**config.mk**
```make
export PLATFORM = sky130hd
export DESIGN_NAME = cache_mem_arbiter
export DESIGN_NICKNAME = d
export VERILOG_FILES = /design/src/rtl/cache_mem_arbiter.sv
export SDC_FILE = /design/constraint.sdc
export NUM_CORES = 2
export LEC_CHECK = 0
export ABC_AREA = 0
export ABC_CLOCK_PERIOD_IN_PS = 4200
export BUFFER_PORTS_ARGS = -buffer_cell sky130_fd_sc_hd__buf_4
export CAP_MARGIN = 25
export CORE_AREA = 3 3 545 547
export CTS_BUF_LIST = sky130_fd_sc_hd__clkbuf_8
export DETAILED_ROUTE_END_ITERATION = 6
export DIE_AREA = 0 0 548 550
export HOLD_SLACK_MARGIN = 0.06
export PLACE_DENSITY = 0.3
export SLEW_MARGIN = 5
export SYNTH_ARGS = -nofsm -noshare
export SYNTH_HDL_FRONTEND = slang
export SYNTH_SLANG_ARGS = --single-unit
```
**constraint.sdc**
```tcl
create_clock -name clk -period 4.2 [get_ports clk]
set_clock_uncertainty 0.05 [all_clocks]
set_input_delay 0.21 -clock clk [delete_from_list [all_inputs] [get_ports clk]]
set_output_delay 0.21 -clock clk [all_outputs]
set_load 0.01 [all_outputs]
```
**src/rtl/cache_mem_arbiter.sv**
```systemverilog
// Arbitrates the shared memory port between the I-cache and the D-cache, one line at a time.
// Define ARB_ROUND_ROBIN_EN for alternating grants on ties (default: D over I).
module cache_mem_arbiter #(
  parameter int ADDR_W = 32,
  parameter int LINE_W = 256
) (
  input  logic              clk,
  input  logic              rst,
  input  logic              i_read,
  input  logic [ADDR_W-1:0] i_addr,
  output logic [LINE_W-1:0] i_rdata,
  output logic              i_resp,
  input  logic              d_read,
  input  logic              d_write,
  input  logic [ADDR_W-1:0] d_addr,
  input  logic [LINE_W-1:0] d_wdata,
  output logic [LINE_W-1:0] d_rdata,
  output logic              d_resp,
  output logic              mem_read,
  output logic              mem_write,
  output logic [ADDR_W-1:0] mem_addr,
  output logic [LINE_W-1:0] mem_wdata,
  input  logic [LINE_W-1:0] mem_rdata,
  input  logic              mem_resp
);

  typedef enum logic [1:0] {IDLE, BUSY_I, BUSY_D, RESP} state_t;

  state_t state;
  logic   d_req;
  logic   d_wins;

  assign d_req = d_read | d_write;

`ifdef ARB_ROUND_ROBIN_EN
  logic last_grant_d;  // 1: D was served last, 0: I (reset value)
  assign d_wins = d_req && (!i_read || !last_grant_d);
`else
  assign d_wins = d_req;
`endif

  always_ff @(posedge clk) begin
    if (rst) begin
      // NOTE: the wide line registers are reset too, because the returned
      // data buses must read as zero straight out of reset.
      state     <= IDLE;
      mem_read  <= 1'b0;
      mem_write <= 1'b0;
      mem_addr  <= '0;
      mem_wdata <= '0;
      i_rdata   <= '0;
      d_rdata   <= '0;
      i_resp    <= 1'b0;
      d_resp    <= 1'b0;
`ifdef ARB_ROUND_ROBIN_EN
      last_grant_d <= 1'b0;
`endif
    end else begin
      // NOTE: every register here uses <= so all of them see the pre-edge
      // values of each other, like the flops they become.
      case (state)
        IDLE: begin
          if (d_wins) begin
            mem_addr  <= d_addr;
            mem_wdata <= d_wdata;
            mem_write <= d_write;   // read+write together counts as a write
            mem_read  <= ~d_write;
            state     <= BUSY_D;
`ifdef ARB_ROUND_ROBIN_EN
            last_grant_d <= 1'b1;
`endif
          end else if (i_read) begin
            mem_addr <= i_addr;
            mem_read <= 1'b1;
            state    <= BUSY_I;
`ifdef ARB_ROUND_ROBIN_EN
            last_grant_d <= 1'b0;
`endif
          end
        end
        BUSY_I: begin
          if (mem_resp) begin
            mem_read <= 1'b0;
            i_rdata  <= mem_rdata;
            i_resp   <= 1'b1;
            state    <= RESP;
          end
        end
        BUSY_D: begin
          if (mem_resp) begin
            if (mem_read) begin
              d_rdata <= mem_rdata;
            end
            mem_read  <= 1'b0;
            mem_write <= 1'b0;
            d_resp    <= 1'b1;
            state     <= RESP;
          end
        end
        RESP: begin
          i_resp <= 1'b0;
          d_resp <= 1'b0;
          state  <= IDLE;
        end
        default: state <= IDLE;
      endcase
    end
  end

endmodule

```
# [Yosys cells after proc, flatten, opt, wreduce, memory -nomap -nowiden]
# Cells that the tools add are included.
[word_totals] word_cells=50 regBits=806 in_bits=582 out_inout_bits=804
[classes] bitwise_logic=2 mux=15 reduce_logical=16 eq_ne=8
[op_table] op="$mux 32" n=2
[op_table] op="$reduce_and 2->1" n=6
[op_table] op="$reduce_bool 2->1" n=5
[op_table] op="$reduce_and 3->1" n=3
[op_table] op="$pmux 1 s2" n=4
[op_table] op="$mux 2" n=3
[op_table] op="$ne 2x2->1 const B" n=3
[op_table] op="$pmux 2 s3" n=1
[op_table] op="$mux 1" n=5
[op_table] op="$eq 2x2->1 const B" n=2
[op_table] op="$ne 3x3->1 const B" n=1
[op_table] op="$eq 2x1->1 const B" n=1
[op_table] op="$logic_not 2->1" n=1
[op_table] op="$ne 2x1->1 const B" n=1
[op_table] op="$reduce_or 2->1" n=1
[op_table] op="$not 1->1" n=1
[op_table] op="$or 1x1->1" n=1

# [Logic depth before layout (Yosys ltp)]
[logic_depth] depth_word=4 mapped_depth=8 depth_no_buf=5

# [Worst setup path before layout]
# No wires, ideal clock.
[synth_path] path_kind="reg-to-reg" from="reg state[0]" to="reg d_rdata[100]" setup_slack_ps=2644 synth_period_minus_slack_ps=1556 arrival_time_ps=1373 path_stages_with_launch=9 path_cell_list="dfxtp_1 > inv_1 > ha_1 > and3_1 > buf_2 > buf_4 > buf_4 > nand2_1 > a21oi_1"
[synth_between] elab_chain_len=2
[synth_rtl] element="start: declaration" line="29" source="state_t state;"
[synth_rtl] element="start signal: assignment" line="46" source="state <= IDLE;"
[synth_rtl] element="start signal: assignment" line="68" source="state <= BUSY_D;"
[synth_rtl] element="start signal: assignment" line="75" source="state <= BUSY_I;"
[synth_rtl] element="$eq 2x2->1" line="61" source="case (state)"
[synth_rtl] element="$reduce_and 3->1 (no source line)"
[synth_rtl] element="end signal: assignment" line="92" source="d_rdata <= mem_rdata;"
[synth_rtl] element="end: declaration" line="17" source="output logic [LINE_W-1:0] d_rdata,"
# No other way between the ends.
# A chain may end at the register's enable or synchronous reset.

# [Worst setup path after layout]
[layout_path] from="reg state[0]" to="reg d_rdata[3]"
# The elaborated chain is that of the path after synthesis.

==> metrics.yaml <==
sta:
  tightest_slew_ns: 1.04
  setup_viol: 0
  slew_violations: 0
  max_slew_margin: 0.309
  fmaxAchievable_mhz: 340
  post-route-min-period_ns: 2.94
  rsz0062_at_grt: "false"
  fin_crit_sh: 0.699
  whs_ns: 0.193
  hold_violations: 0
  final.setup.tns_ns: 0
die:
  io_pins: 1386
  die_w_um: 548
  die_y_um: 550
  rows: 199
  dieArea_um2: 301000
  fp.coreArea_um2: 293000
  start_util: 0.0964
synth:
  netlist_instances: 3558
  synth-seq-area-share: 0.571
  synthTopCellsByArea: "dfxtp_1, nand2_1, a21oi_1"
  synth_area_per_cell_um2: 7.94
  ys_warn_count: 0
  post-synth-top-count-cell: "nand2_1"
  synthesis.area_um2: 28200
  syn_nets: 4145
  synth_top_area_frac: 0.571
  synth-edff-count: 0
  yosys_register_bits: 806
  async_flop_share: 0
  netlist-cell-type-count: 29
  ys.flop_type: "dfxtp_1"
  ys_top_cells_by_count: "nand2_1, dfxtp_1, a21oi_1, clkbuf_1, buf_2"
  yosysTopAreaCell: "dfxtp_1"
route:
  vias: 34600
  routedWlPerCell_um: 19.2
  wl_um: 195000
  drc_errors: 0
  dr.first_iter.drc_count: 1531
  ant_nets: 0
  dr.pass1.iters: 5
  viasPerCell: 3.39
flow_run:
  maxCapViolCount: 0
clocking:
  numClockSinks: 806
  ctsResizeCount: 0
  cts_made_buffers: 172
  hold_buffers: 1182
  postCtsSetupBuffers: 0
  cts_root_buf: "clkbuf_8"
  clkTransAtPathRegs_ns: 0.06
  cts_max_path_buffers: 4
  cts_tree: "built"
  cts_htree_levels: 4
  clk_latency_ns: 0.85
grt:
  grtUsageTotal: 0.122
  grt_first_pass_wirelength_um: 269000
  overflow: 0
  grt_max_degree: 131
  antenna_found_initial: 116
  first_global_vias: 35200
critical_path:
  cp-end-kind: "register"
  reg2reg_depth: 7
  worstPathArrival_ns: 3.76
  cp-start-kind: "register"
  regToRegSetupSlack_ns: 1.26
  path_max_fanout: 86
  cp.required_ns: 5.02
  timing.rr.start: "state[0]$_SDFFE_PP0P_"
  critical_path_class: "register to register"
  timing.rr.end: "d_rdata[3]$_SDFFE_PP0P_"
min_path:
  hold_path_end: "i_rdata[6]$_SDFFE_PP0P_"
  hold_class: "input pin to register"
  hold_depth: 4
  hp-start: "mem_rdata[6]"
placed_design:
  dpl.hpwl_um: 150000
  gp_congestion: 0.832
  portBuffers: 1385
status:
  status: "finished clean"
finish:
  drive_gt1_frac: 0.279
  area_growth_pct: 107
  fin_nets: 6681
pwr:
  p_per_area_nw_per_um2: 451
  leakagePower_nw: 23.7
  peakVddDrop_mv: 0.363
[worst max path at each step]
stage | startpoint | endpoint | cells past startpoint
after floorplan | state[0]$_SDFFE_PP0P_ | d_rdata[100]$_SDFFE_PP0P_ | 8
after global placement | state[1]$_SDFFE_PP0P_ | i_rdata[230]$_SDFFE_PP0P_ | 6
after detailed placement | state[0]$_SDFFE_PP0P_ | mem_addr[28]$_SDFFE_PP0P_ | 6
after CTS | state[0]$_SDFFE_PP0P_ | mem_addr[16]$_SDFFE_PP0P_ | 7
after global routing | state[0]$_SDFFE_PP0P_ | d_rdata[3]$_SDFFE_PP0P_ | 8
final | state[0]$_SDFFE_PP0P_ | d_rdata[3]$_SDFFE_PP0P_ | 7
[layout make-up]
cell class	instances	area, um^2
clock inverter	83	578
inverter	3	11.3
fill	33200	235000
antenna	54	135
clock buffer	212	2920
multi-input combinational	2471	10800
timing repair buffer	2640	23000
sequential	806	16100
tap	3919	4900
[layout by cell type, fill, tap and decap left out, types with 15 or more instances in the layout]
master / count
clkbuf_8: 212
nor2_1: 34
a21oi_1: 772
diode_2: 54
dfxtp_1: 806
buf_4: 1442
dlygate4sd3_1: 1182
nand2_1: 1569
o21ai_0: 37
inv_1: 61
a311oi_2: 32
buf_12: 15
[state kept, by name, indices dropped and copies added, names as in the netlist]
| signal | cells |
|---|---|
| state | 2 |
| mem_read | 1 |
| mem_wdata | 256 |
| i_resp | 1 |
| mem_addr | 32 |
| d_resp | 1 |
| d_rdata | 256 |
| i_rdata | 256 |
| mem_write | 1 |
[layer usage]
metal  up-vias  global-route usage  routed length [um]
met3       346              0.0468               16700
met1     16200               0.142               80300
met4        98              0.0317                4860
li1      16700                   -                   -
met5         -                   0                 655
met2      1216               0.210               92700
[critical path, cell delays in order, from the launching register on]
cell           delay [ns]
dfxtp_1              0.34
inv_1                0.11
ha_1                 0.36
and3_4               0.61
buf_12               0.33
nand2_1              0.11
a21oi_1              0.14
dlygate4sd3_1        0.56
[stage by stage]
| stage | util | area, um^2 | setup WS (ns) | cells | power [W] |
|---|---|---|---|---|---|
| 3_5_place_dp | 0.147 | 43000 | 1.62 | 8656 | 0.0167 |
| 3_3_place_gp | 0.147 | 43000 | 1.66 | 8656 | 0.0166 |
| 5_1_grt | 0.199 | 58400 | 1.08 | 10200 | 0.0280 |
| 2_1_floorplan | - | 28200 | 2.64 | 3558 | 0.0126 |
| 6_report | 0.200 | 58500 | 1.26 | 10200 | 0.0264 |
| 4_1_cts | 0.199 | 58300 | 1.08 | 10100 | 0.0271 |
[power by group]
group	switching (W)	internal (W)
logic	0.00464	0.00353
registers	0.000638	0.00866
clock network	0.00400	0.00492
total	0.00928	0.0171
[logic make-up after synthesis]
group | after synthesis | synth area share
AO/OA/AOI/OAI | 848 | 0.162
multiplexers | 1 | 0.000354
adder cells (fa/ha/maj) | 5 | 0.00222
flip-flops | 806 | 0.571
buffers and inverters | 281 | 0.0470
AND/OR/NAND/NOR | 1617 | 0.217
Note: power is estimated with default switching activity, not from simulation.
